## src/rtl/shift_reg_univ.sv

```systemverilog
// Universal shift register: hold, shift left, shift right and parallel load.
// It also provides a registered serial output and a word-framing counter that
// pulses word_done when WIDTH shifts have completed since the last
// load, reset or word boundary.
module shift_reg_univ #(
  parameter int unsigned WIDTH = 8
) (
  input  logic                       clk,
  input  logic                       rst,
  input  logic                       en,
  input  logic [1:0]                 mode,
  input  logic                       serial_in,
  input  logic [WIDTH-1:0]           par_in,
  output logic [WIDTH-1:0]           par_out,
  output logic                       serial_out,
  output logic [$clog2(WIDTH)-1:0]   shift_cnt,
  output logic                       word_done
);

  localparam int unsigned CW = $clog2(WIDTH);
  localparam logic [CW-1:0] LastCnt = CW'(WIDTH - 1);

  localparam logic [1:0] ModeHold  = 2'b00;
  localparam logic [1:0] ModeLeft  = 2'b01;
  localparam logic [1:0] ModeRight = 2'b10;
  localparam logic [1:0] ModeLoad  = 2'b11;

  logic [WIDTH-1:0] q_q, q_d;
  logic             so_q, so_d;
  logic [CW-1:0]    cnt_q, cnt_d;
  logic             wd_q, wd_d;
  logic             shift;

  // Next-state: data path, serial output capture, word counter and completion pulse.
  always_comb begin
    q_d   = q_q;
    so_d  = so_q;
    cnt_d = cnt_q;
    wd_d  = 1'b0;  // pulse clears on every edge unless a word just completed
    shift = 1'b0;
    if (en) begin
      unique case (mode)
        ModeHold: begin
        end
        ModeLeft: begin
          q_d   = {q_q[WIDTH-2:0], serial_in};
          so_d  = q_q[WIDTH-1];
          shift = 1'b1;
        end
        ModeRight: begin
          q_d   = {serial_in, q_q[WIDTH-1:1]};
          so_d  = q_q[0];
          shift = 1'b1;
        end
        ModeLoad: begin
          q_d   = par_in;
          cnt_d = '0;  // a load restarts framing and suppresses any completion
        end
        default: begin
        end
      endcase
    end
    if (shift) begin
      if (cnt_q == LastCnt) begin
        cnt_d = '0;
        wd_d  = 1'b1;
      end else begin
        cnt_d = cnt_q + CW'(1);
      end
    end
  end

  // State registers with asynchronous reset.
  always_ff @(posedge clk or posedge rst) begin
    if (rst) begin
      q_q   <= '0;
      so_q  <= 1'b0;
      cnt_q <= '0;
      wd_q  <= 1'b0;
    end else begin
      q_q   <= q_d;
      so_q  <= so_d;
      cnt_q <= cnt_d;
      wd_q  <= wd_d;
    end
  end

  assign par_out    = q_q;
  assign serial_out = so_q;
  assign shift_cnt  = cnt_q;
  assign word_done  = wd_q;

endmodule

```

## config.mk

```make
export PLATFORM = sky130hd
export DESIGN_NAME = shift_reg_univ
export DESIGN_NICKNAME = d
export VERILOG_FILES = /design/src/rtl/shift_reg_univ.sv
export SDC_FILE = /design/constraint.sdc
export NUM_CORES = 1
export LEC_CHECK = 0
export ABC_AREA = 1
export BUFFER_PORTS_ARGS = -buffer_cell sky130_fd_sc_hd__buf_4
export CAP_MARGIN = 10
export CORE_UTILIZATION = 45
export DETAILED_ROUTE_END_ITERATION = 8
export PLACE_DENSITY = 0.83
export SLEW_MARGIN = 20
export SYNTH_ARGS = -nofsm -noshare
export SYNTH_HDL_FRONTEND = slang
export SYNTH_SLANG_ARGS = --single-unit
```

## constraint.sdc

```tcl
create_clock -name clk -period 1.5 [get_ports clk]
set_input_delay 0.3 -clock clk [delete_from_list [all_inputs] [get_ports clk]]
set_output_delay 0.3 -clock clk [all_outputs]
set_load 0.005 [all_outputs]
```

# Yosys cells after proc, flatten, opt, wreduce, memory -nomap -nowiden
# Cells that the tools add are included.
dict set report totals {
  output_inout_bits 13
  in_bits 14
  regBits 13
  elab_cells 27
}
dict set report classes {
  add_sub_neg 1
  reduce_logical 8
  eq_ne 4
  muxes 10
}
# op count
set ops {}
lappend ops {{8-bit one-hot mux with 3 select lines} 1}
lappend ops {{3-bit 2-to-1 mux} 4}
lappend ops {{2-bit AND reduction} 3}
lappend ops {{2-bit nonzero test} 3}
lappend ops {{2-bit equality test, second input constant} 2}
lappend ops {{1-bit 2-to-1 mux} 4}
lappend ops {{3-bit by 1-bit adder with 3-bit output, second input constant} 1}
lappend ops {{3-bit equality test, second input constant} 1}
lappend ops {{3-bit nonzero test} 1}
lappend ops {{2-bit by 1-bit equality test with 1-bit output, second input constant} 1}
lappend ops {{1-bit one-hot mux with 2 select lines} 1}
lappend ops {{2-bit OR reduction} 1}

# Depth between registers and ports, before layout
dict set report depth {
  depth_word 6
  depth_mapped 9
  mapped_depth_nobuf 8
}

# Worst setup path after synthesis
# Ideal clock, no wire load.
dict set report synth_path {
  kind {in2reg}
  start {input port mode[0]}
  end {register q_q[0], in the netlist par_out[0]}
  n_path_buf 0
  setup_time_ps 116
  path_slack_ps 348
  cell_stages 8
  t_arrival_ps 1036
  required_time_ps 1384
  path_cell_list {inv_1 -> ha_1 -> nor2_8 -> inv_6 -> nand2_1 -> nand2_1 -> nand2_1 -> nand2_1}
}
dict set report synth_via {
  elab_chain_len 3
  elab_cells_between_ends 6
  classes_between {eq/ne: 3; mux: 1; reduce/logical: 2}
}
# element line
set synth_rtl {}
lappend synth_rtl {{start: declaration} 11} ;# input logic [1:0] mode,
lappend synth_rtl {{2-bit equality test / 2-bit by 1-bit equality test with 1-bit output (equally long branches)} 42} ;# unique case (mode)
lappend synth_rtl {{3-bit nonzero test (no line)} --}
lappend synth_rtl {{2-bit AND reduction (no line)} --}
lappend synth_rtl {{end signal: assignment} 81} ;# q_q <= q_d;
lappend synth_rtl {{end: declaration} 28} ;# logic [WIDTH-1:0] q_q, q_d;
# Parallel ways exist; a longest one is shown, timed or not.
# A chain may end at the register's enable or synchronous reset.

# Final worst setup path
dict set report layout_path {
  start {register q_q[4], in the netlist par_out[4]}
  end {output port par_out[4]}
}
# element line
set layout_rtl {}
lappend layout_rtl {{end: declaration} 14} ;# output logic [WIDTH-1:0] par_out,
# No word-level cell between the ends.

==> key figures <==
Clocking
  • Root buffer cell: clkbuf_4
  • Clock buffer depth: 2
  • CTS HTree Levels: 1
  • Cts repair resizes: 0
  • Hold buffers post-CTS: 0
  • CTS Buf Count: 3
  • Clock Latency Late Sink: 280 ps
  • CTS clk-pin slew, worst paths: 90 ps
  • Sink Count: 13
  • Post-CTS setup buffers: 0
  • CTS tree: done

Floorplan
  • Top-Level Pins: 27
  • Initial core utilization: 0.480
  • Chip Width: 44.9 µm
  • Die area: 2020 µm²
  • Die H: 44.9 µm
  • Core ar.: 1730 µm²
  • Row count: 15

Setup path
  • Kind of critical path: flop to output pin
  • Required time worst endpoint: 1200 ps
  • Max incr delay on CP: 430 ps
  • WP data arrival: 860 ps
  • CP bufs+invs: 1
  • Critical path peak fanout: 4
  • Startpoint Class: flop
  • Element type at the critical path end: output pin
  • Slowest stage cell, crit path: dfrtp_1
  • Worst path cell trace: buf_4
  • CP top delay family: flip-flops

GRT
  • GRT Util Overall: 0.208
  • Grt met3 use: 0.0440
  • Total grt overflow: 0
  • Largest net degree at the start of global routing: 14
  • Vias in the first global route: 708
  • Met2 usage: 0.330
  • Grt peak-use layer: met2
  • Number of antenna violations at the first check in global routing: 0
  • GRT met1 Usage: 0.253
  • First-pass GRT wire length: 2970 µm

Final layout
  • Share of cells above drive strength 1: 0.224
  • Antenna diode count: 0
  • Most common cell after layout, fill and taps aside: nand2_1
  • Most frequent cells in the layout: nand2_1 (81), buf_4 (26), dfrtp_1 (13)
  • Nets: 168
  • Fin util: 0.617
  • Area grow syn2layout: 28.5%

Route
  • Final ANT Viol Nets: 0
  • Residual DRC: 0
  • Vias: 805
  • Drt pass-1 iters: 4
  • WL final: 1870 µm
  • Vias per cell: 4.68
  • Routed len/inst: 10.9 µm
  • DR iter-0 viols: 14

Power
  • Power Density: 986 nW/µm²
  • LEAKAGE: 0.000649 µW
  • Max VDD drop: 0.000532 V

Timing
  • Final max-slew violation count: 0
  • Clk_skew: 3.09 ps
  • Min Clock Period, post-route: 1160 ps
  • Peak Freq: 861 MHz
  • Setup violators final: 0
  • Tightest Pin Transition: 508 ps
  • Period utilisation layout: 0.775
  • Relative slew margins: 0.661
  • RSZ-0062 raised after global routing: false
  • Final hold violation count: 0
  • Setup TNS: 0 ps

Yosys
  • Largest family of logic cells by synthesized area: simple AND/OR/NAND/NOR gates
  • Syn Inst Count: 119
  • Yosys cell types: 14
  • Flops & latches, synth: 13
  • Mux share of post-synthesis cell area: 0
  • Yosys warns: 0
  • Simple-gate share of the synthesized area: 0.424
  • Sequential area share after synthesis: 0.392
  • Mean area per synthesized cell: 6.97 µm²
  • Synth Area in Adders: 0.0905
  • Syn_nets: 139
  • Synth Area in XOR/XNOR: 0
  • Cell area after synthesis: 830 µm²
  • Post-synthesis compound-gate area fraction: 0.0271

Placed design
  • Final HPWL DP: 1430 µm
  • Final GP Congestion: 0.874
  • Port Buffer Count: 26

Flow run
  • Maxcap violations: 0

Outcome
  • Status: complete, no violations

Hold path
  • Hold crit path type: input pin to async pin
## per-stage QoR
stage / cells / instance area (µm²) / hold WS, ps / setup slack, ps / power (µW)
after floorplan: 119 / 830 / 177 / 348 / 657
after global placement: 168 / 1040 / 359 / 130 / 822
after detailed placement: 168 / 1040 / 366 / 106 / 835
after CTS: 172 / 1070 / 55.9 / 334 / 1070
after global routing: 172 / 1070 / 76.3 / 288 / 1130
final: 172 / 1070 / 40.6 / 338 / 1050
## power breakdown
part	internal, µW	total, µW	switching, µW
logic	178	337	160
registers	419	486	67.0
clock network	103	228	124
total	701	1050	351
## metal layers
| metal | vias up | routed length, µm |
|---|---|---|
| li1 | 414 | - |
| met1 | 352 | 773 |
| met2 | 32 | 917 |
| met3 | 7 | 138 |
| met4 | 0 | 42 |
| met5 | - | 0 |
## kinds of logic after synthesis
kind of cell	after synthesis
AND/OR/NAND/NOR	85
flip-flops	13
buffers and inverters	11
adder cells (fa/ha/maj)	6
AO/OA/AOI/OAI	4
## sequential cells by signal (all words and copies together), names as in the netlist
signal and flops:
par_out 8, word_done 1, serial_out 1, shift_cnt 3
## final timing paths
| check | from | end | slack, ps | cells after the start |
|---|---|---|---|---|
| max reg2reg | shift_cnt[0] | shift_cnt[0] | 360 | 3 |
| max in group asynchronous | rst | word_done | 1120 | 2 |
| min in group clk | serial_in | par_out[0] | 330 | 5 |
| min | rst | par_out[2] | 40 | 2 |
| max | par_out[4] | par_out[4] | 340 | 1 |
| min reg2reg | shift_cnt[1] | shift_cnt[1] | 510 | 2 |
## layout make-up
class	instances	area [µm²]
fill	168	661
multi-input combinational	95	449
sequential	13	325
timing repair buffer	26	195
inverter	9	38.8
tap	25	31.3
clock buffer	4	26.3
## Yosys cell counts, drive strengths merged
library cell | instances | area, µm²
nand2 | 81 | 304
clkinv | 1 | 3.75
ha | 6 | 75.1
a21oi | 2 | 10.0
buf | 2 | 16.3
o21ai | 1 | 5.00
dfrtp | 13 | 325
nor2 | 4 | 47.6
o31ai | 1 | 7.51
inv | 8 | 35.0
No activity file was read; power rests on OpenSTA's default activity.
